==> src/rtl/sar_pkg.sv <==
// Shared types and constants for the 8-bit SAR interface blocks.
// The default latency and timeout are shared with the SAR controller.
package sar_pkg;

  localparam int SAR_WIDTH   = 8;
  localparam int ERR_W       = 8;
  localparam int DEF_CMP_LAT = 1;
  localparam int DEF_TIMEOUT = 16;

  typedef enum logic {
    IDLE = 1'b0,
    HOLD = 1'b1
  } sar_state_e;

endpackage

==> src/rtl/sar_cmp_delay.sv <==
// DEPTH-deep 1-bit shift pipe modelling comparator settling latency.
// Clear has priority over shifting; both only act while en is high.
module sar_cmp_delay #(
  parameter int DEPTH = 1
) (
  input  logic clk,
  input  logic rst_n,
  input  logic en,
  input  logic clr,
  input  logic d,
  output logic q
);

  logic [DEPTH-1:0] pipe_reg;
  logic [DEPTH-1:0] pipe_next;

  genvar gi;
  generate
    for (gi = 0; gi < DEPTH; gi++) begin : g_stage
      if (gi == 0) begin : g_head
        assign pipe_next[gi] = d;
      end else begin : g_body
        assign pipe_next[gi] = pipe_reg[gi-1];
      end
    end
  endgenerate

  always_ff @(posedge clk) begin
    if (!rst_n) begin
      pipe_reg <= '0;
    end else if (en) begin
      pipe_reg <= clr ? '0 : pipe_next;
    end
  end

  assign q = pipe_reg[DEPTH-1];

endmodule

==> src/rtl/sar_cmp_responder.sv <==
// Digital stand-in for the SAR comparator and hold capacitor: answers trial
// codes, checks the final code on EOC, and counts mismatches and timeouts.
module sar_cmp_responder
  import sar_pkg::*;
#(
  parameter int CMP_LAT = DEF_CMP_LAT,
  parameter int TIMEOUT = DEF_TIMEOUT,
  parameter bit CMP_POL = 1'b1
) (
  input  logic                 clk,
  input  logic                 rst_n,
  input  logic                 ena,
  input  logic [SAR_WIDTH-1:0] sample_in,
  input  logic                 sample_req,
  input  logic [SAR_WIDTH-1:0] dac_code,
  input  logic                 sar_eoc,
  output logic                 cmp_out,
  output logic [SAR_WIDTH-1:0] held,
  output logic                 busy,
  output logic                 result_valid,
  output logic                 result_match,
  output logic                 timeout,
  output logic [ERR_W-1:0]     err_count
);

  localparam int TW = (TIMEOUT > 1) ? $clog2(TIMEOUT) : 1;
  localparam logic [TW-1:0] TIMER_LAST = TW'((TIMEOUT > 0) ? TIMEOUT - 1 : 0);
  localparam logic [ERR_W-1:0] ERR_MAX = '1;

  sar_state_e           state_reg, state_next;
  logic [SAR_WIDTH-1:0] held_reg, held_next;
  logic [TW-1:0]        timer_reg, timer_next;
  logic [ERR_W-1:0]     err_reg, err_next;
  logic                 valid_reg, valid_next;
  logic                 match_reg, match_next;
  logic                 timeout_reg, timeout_next;
  logic                 pipe_clr;
  logic                 pipe_en;
  logic                 raw_cmp;

  assign raw_cmp = CMP_POL ? (held_reg >= dac_code) : (held_reg < dac_code);

  // The pipe only advances during HOLD, so IDLE keeps showing the last decision.
  assign pipe_en = ena && ((state_reg == HOLD) || pipe_clr);

  sar_cmp_delay #(
    .DEPTH(CMP_LAT)
  ) u_delay (
    .clk  (clk),
    .rst_n(rst_n),
    .en   (pipe_en),
    .clr  (pipe_clr),
    .d    (raw_cmp),
    .q    (cmp_out)
  );

  always_comb begin
    state_next   = state_reg;
    held_next    = held_reg;
    timer_next   = timer_reg;
    err_next     = err_reg;
    valid_next   = 1'b0;
    match_next   = match_reg;
    timeout_next = 1'b0;
    pipe_clr     = 1'b0;
    case (state_reg)
      IDLE: begin
        if (sample_req) begin
          held_next  = sample_in;
          timer_next = '0;
          pipe_clr   = 1'b1;
          state_next = HOLD;
        end
      end
      HOLD: begin
        timer_next = timer_reg + 1'b1;
        if (sar_eoc) begin
          valid_next = 1'b1;
          match_next = (dac_code == held_reg);
          if ((dac_code != held_reg) && (err_reg != ERR_MAX)) err_next = err_reg + 1'b1;
          state_next = IDLE;
        end else if ((TIMEOUT != 0) && (timer_reg == TIMER_LAST)) begin
          timeout_next = 1'b1;
          if (err_reg != ERR_MAX) err_next = err_reg + 1'b1;
          state_next = IDLE;
        end
      end
      default: state_next = IDLE;
    endcase
  end

  always_ff @(posedge clk) begin
    if (!rst_n) begin
      state_reg   <= IDLE;
      held_reg    <= '0;
      timer_reg   <= '0;
      err_reg     <= '0;
      valid_reg   <= 1'b0;
      match_reg   <= 1'b0;
      timeout_reg <= 1'b0;
    end else if (ena) begin
      state_reg   <= state_next;
      held_reg    <= held_next;
      timer_reg   <= timer_next;
      err_reg     <= err_next;
      valid_reg   <= valid_next;
      match_reg   <= match_next;
      timeout_reg <= timeout_next;
    end else begin
      // Frozen: a pulse already shown must not be stretched over the stall.
      valid_reg   <= 1'b0;
      timeout_reg <= 1'b0;
    end
  end

  assign held         = held_reg;
  assign busy         = (state_reg == HOLD);
  assign result_valid = valid_reg;
  assign result_match = match_reg;
  assign timeout      = timeout_reg;
  assign err_count    = err_reg;

endmodule
==> config.mk <==
export PLATFORM = sky130hd
export DESIGN_NAME = sar_cmp_responder
export DESIGN_NICKNAME = d
export VERILOG_FILES = /design/src/rtl/sar_pkg.sv /design/src/rtl/sar_cmp_delay.sv /design/src/rtl/sar_cmp_responder.sv
export SDC_FILE = /design/constraint.sdc
export NUM_CORES = 1
export LEC_CHECK = 0
export CORE_MARGIN = 5
export CORE_UTILIZATION = 40
export CTS_CLUSTER_SIZE = 16
export DETAILED_ROUTE_END_ITERATION = 12
export PLACE_DENSITY = 0.73
export SLEW_MARGIN = 15
export SYNTH_ARGS = -nofsm -noshare
export SYNTH_HDL_FRONTEND = slang
export SYNTH_SLANG_ARGS = --single-unit
==> constraint.sdc <==
create_clock -name clk -period 2.2 [get_ports clk]
set_clock_uncertainty 0.1 [all_clocks]
set_input_delay 0.22 -clock clk [delete_from_list [all_inputs] [get_ports clk]]
set_output_delay 0.22 -clock clk [all_outputs]
set_load 0.005 [all_outputs]
==> results.txt <==
The tools report the final-report max-slew violation count as 0. Counting along the longest clock path gives a buffer depth of 2. Dividing the detail-routed wire length by the instance count gives 12.6 µm. The number of antenna diodes in the final layout is 0. The clock latency at the later pin of the worst-skew pair is 310 ps. The HPWL after detailed placement is 2400 µm.

The first-pass GRT wire length is 5020 µm, and the final critical-path required period is 1890 ps. The netlist uses 35 different library cells. The via count of the first global-routing pass came out at 1152. The run finished with clean final reports. The top-level I/O count is 42, and the total congestion overflow after global routing is 0. The detail route stage leaves a number of antenna-violating nets equal to 0. Launch point of the worst path: dac_code[7]. The global placer's final weighted congestion was 0.778.

The number of antenna violations at the first check in global routing is 0, and the largest fanout on the critical path is 5. For the highest ir drop seen on vdd, the log shows 0.262 mV. Of the cells placed in the final design, the portion with a size suffix greater than 1 is 9.04%. Setup repair after global routing left no endpoint under its margin.

The logs give 2930 µm for the total routed wirelength and 287 for the layout filler cell count. The core region is 3050 µm². The tools report the overall power consumption as 0.000814 W. The most frequently used cell type in the post-synthesis netlist is sky130_fd_sc_hd__dfxtp_1. The cell depth of the worst flop-to-flop path came out at 6. Buffers inserted to repair hold after CTS numbered 0. Setup violations remaining at the end of the flow were counted as 0. For this run, the leading register cell type out of synthesis is sky130_fd_sc_hd__dfxtp_1. For the register-to-register setup slack, the log shows 360 ps.

Counting every sink on the clock net gives 25. The reg-to-reg startpoint is held[7]$_SDFFE_PN0P_. Relative to the synthesized area, the layout overhead comes to 41.2%.

For the max capacitance violation total, the log shows 0. At the placement stage, the worst setup path has a slack of -18.5 ps. At the worst endpoint, the arrival time is 2010 ps. In this run the biggest area consumer among cell types represents 39.4% of the synthesized area. The logs give 0.735 nW for the reported leakage power and 3 for the iteration count of the initial detailed-routing pass.

The tools report the critical path capture point type as a flip-flop. The detailed router finished its first iteration with 25 violations. The die is 66.3 µm wide.

After detailed placement, the design holds a cell count of 228. Yosys printed 0 warnings. Once layout is done, the placed cells without fillers occupy 1790 µm². The min-delay analysis places its worst path in the category reg2reg. The cell area that synthesis handed to floorplanning was 1270 µm². The starting utilization of the core area came out at 41.6%.

The logs give 4400 µm² for the overall die area and 0 for the count of cells resized by post-cts repair. The number of nets handed over by synthesis was 171. The required time reported for the critical path endpoint is 2320 ps. In this run the tool buffered the top-level ports with 41 buffer cells. The power density over the cells works out to 455 nW/µm². Of all cell types, the one taking the most synthesized area is sky130_fd_sc_hd__dfxtp_1.

Endpoint of the most critical setup path: err_count[0]$_SDFFE_PN0P_. For this run, design rule violations remaining after detail routing come to 0. In the final design database the tool counted 220 nets. The run gives 1 as the CTS H-tree depth.

By area the synthesized netlist is led by sky130_fd_sc_hd__dfxtp_1 (39%), sky130_fd_sc_hd__ha_1 (9.9%), sky130_fd_sc_hd__mux2i_1 (8.7%). The run gives 1770 µm² as the post-place instance area. A synthesized cell averages 9.06 µm². The tools report the startpoint type of the worst setup path as a primary input. The number of synthesized register bits was 25. The share of synthesized registers carrying an async set or reset was 0%.

The cell sitting at the root of the clock tree is a sky130_fd_sc_hd__clkbuf_4. The floorplan has 20 rows. In the routed layout, each cell is associated on average with a via count of 4.93. Global routing consumed, over all layers together, 14.7% of the routing resources. For this block, the via count after detailed routing is 1143. The run gives 0 as the count of endpoints failing hold in the final timing report. Traced cell by cell, the critical path runs through clkdlybuf4s50_1 > inv_1 > ha_1 > nand4_2 > o311ai_4 > or2_4 > xor2_1 > nor2_1.

The vertical extent of the die is 66.3 µm. TritonCTS built the clock tree. The worst-case setup margin in the final layout was 311 ps; the measured slew at the worst slew-check pin was 567 ps.

The master of the slowest instance on the critical path was sky130_fd_sc_hd__clkdlybuf4s50_1. Entering global routing, the biggest net connects 14 pins. The final critical-path share of the clock period was 85.9%; the final non-filler cell total was 232. In this design, the stage delay of the slowest critical-path cell is 460 ps. The worst register-to-register path ends at err_count[0]$_SDFFE_PN0P_.

The tools report the final core utilization as 58.7%. The worst slew margin relative to its limit is 61.8%. After synthesis, the most frequently instantiated cells are sky130_fd_sc_hd__dfxtp_1 (25), sky130_fd_sc_hd__nor2_1 (19), sky130_fd_sc_hd__mux2i_1 (11), sky130_fd_sc_hd__nand2_1 (11).

The logs give 0 for the post-CTS setup buffer count and 529 MHz for the achievable clock frequency. The sequential fraction of the synthesis area is 39.4%, and the number of enable-type register cells in the synthesized netlist is 0. The setup path with the least slack is of type in2reg. The CTS clock-pin slew for the worst setup and hold paths came out at 130 ps.

The cell count after synthesis came out at 140. Number of buffers added by the clock tree synthesis step: 3.
cells by family (layout without fill, tap and decap cells):
group	Yosys count	in the layout	share of synthesized area [%]
and+or+nand+nor	56	56	22.6
AOI/OAI and AO/OA	20	20	12.3
xor gates and xnor gates	4	4	2.76
muxes	11	11	8.68
DFF	25	25	39.4
buffers and inverters	14	62	4.34
adders and majority gates	10	10	9.86
area by class of cell:
cell class / count / area (µm²) / area share [%]
Multi-Input combinational cell: 101 / 713 / 39.8
Sequential cell: 25 / 500 / 27.9
Timing Repair Buffer: 47 / 455 / 25.4
Tap cell: 44 / 55.1 / 3.07
Inverter: 11 / 41.3 / 2.30
Clock buffer: 4 / 26.3 / 1.47
per-layer routing:
layer	vias up	track usage [%]	share of wire [%]
met5	-	0	0
met2	16	27.8	54
met1	539	15.8	42
met4	0	5.33	1.2
li1	586	-	-
met3	2	2.89	2.9
report_power, final:
part	total (W)	internal [W]	switching, W
logic	0.000141	0.0000831	0.0000575
clock network	0.000200	0.0000708	0.000130
registers	0.000473	0.000463	0.00000995
per-stage QoR:
| stage | TNS (ps) | hold slack, ps |
|---|---|---|
| after global routing | 0 | 383 |
| after global placement | 0 | 355 |
| after detailed placement | -35.4 | 371 |
| final | 0 | 389 |
| after floorplan | 0 | 199 |
| after CTS | 0 | 384 |
cells in the final DEF, fill, tap and decap left out:
cell	instances
sky130_fd_sc_hd__nand3b_1	2
sky130_fd_sc_hd__nand4_1	3
sky130_fd_sc_hd__clkdlybuf4s50_1	41
sky130_fd_sc_hd__nor2_1	19
sky130_fd_sc_hd__mux2i_1	11
sky130_fd_sc_hd__inv_1	10
sky130_fd_sc_hd__o211ai_1	1
sky130_fd_sc_hd__nand4_2	1
sky130_fd_sc_hd__nor4_2	1
sky130_fd_sc_hd__a211oi_1	1
sky130_fd_sc_hd__buf_4	6
sky130_fd_sc_hd__xnor2_1	3
sky130_fd_sc_hd__xor2_1	1
sky130_fd_sc_hd__nand2_1	11
sky130_fd_sc_hd__a31o_4	1
sky130_fd_sc_hd__nor2_2	1
sky130_fd_sc_hd__clkbuf_4	3
sky130_fd_sc_hd__nor3_1	2
sky130_fd_sc_hd__and3_1	1
sky130_fd_sc_hd__dfxtp_1	25
sky130_fd_sc_hd__a22oi_1	3
sky130_fd_sc_hd__and2_4	1
sky130_fd_sc_hd__clkbuf_1	1
sky130_fd_sc_hd__a21oi_1	5
sky130_fd_sc_hd__nand3_1	7
sky130_fd_sc_hd__a2111oi_0	1
sky130_fd_sc_hd__o311ai_4	1
sky130_fd_sc_hd__nand2b_1	3
sky130_fd_sc_hd__or3_2	1
sky130_fd_sc_hd__a31oi_1	1
sky130_fd_sc_hd__nor3b_1	1
sky130_fd_sc_hd__clkinv_1	1
sky130_fd_sc_hd__o21ai_0	5
sky130_fd_sc_hd__o211a_1	1
sky130_fd_sc_hd__nor2b_1	1
sky130_fd_sc_hd__ha_1	10
sky130_fd_sc_hd__or2_4	1
worst max-delay path, delay by kind of cell:
| family | cells | cell delay [ps] |
|---|---|---|
| buffers and inverters | 2 | 500 |
| AND/OR/NAND/NOR | 3 | 430 |
| AO/OA/AOI/OAI | 1 | 370 |
| adder cells (fa/ha/maj) | 1 | 320 |
| XOR/XNOR | 1 | 160 |
how the worst min path moves through the flow:
stage	startpoint	endpoint	slack, ps	cells after the start
detailed placement	result_match$_SDFFE_PN0P_	result_match$_SDFFE_PN0P_	370	2
global route	sample_in[0]	held[0]$_SDFFE_PN0P_	380	3
CTS	sample_in[1]	held[1]$_SDFFE_PN0P_	380	3
global placement	result_match$_SDFFE_PN0P_	result_match$_SDFFE_PN0P_	350	2
floorplan	sar_eoc	timeout$_SDFF_PP0_	200	1
finish	result_match$_SDFFE_PN0P_	result_match$_SDFFE_PN0P_	390	2
Power figures use the tool's default switching activity.
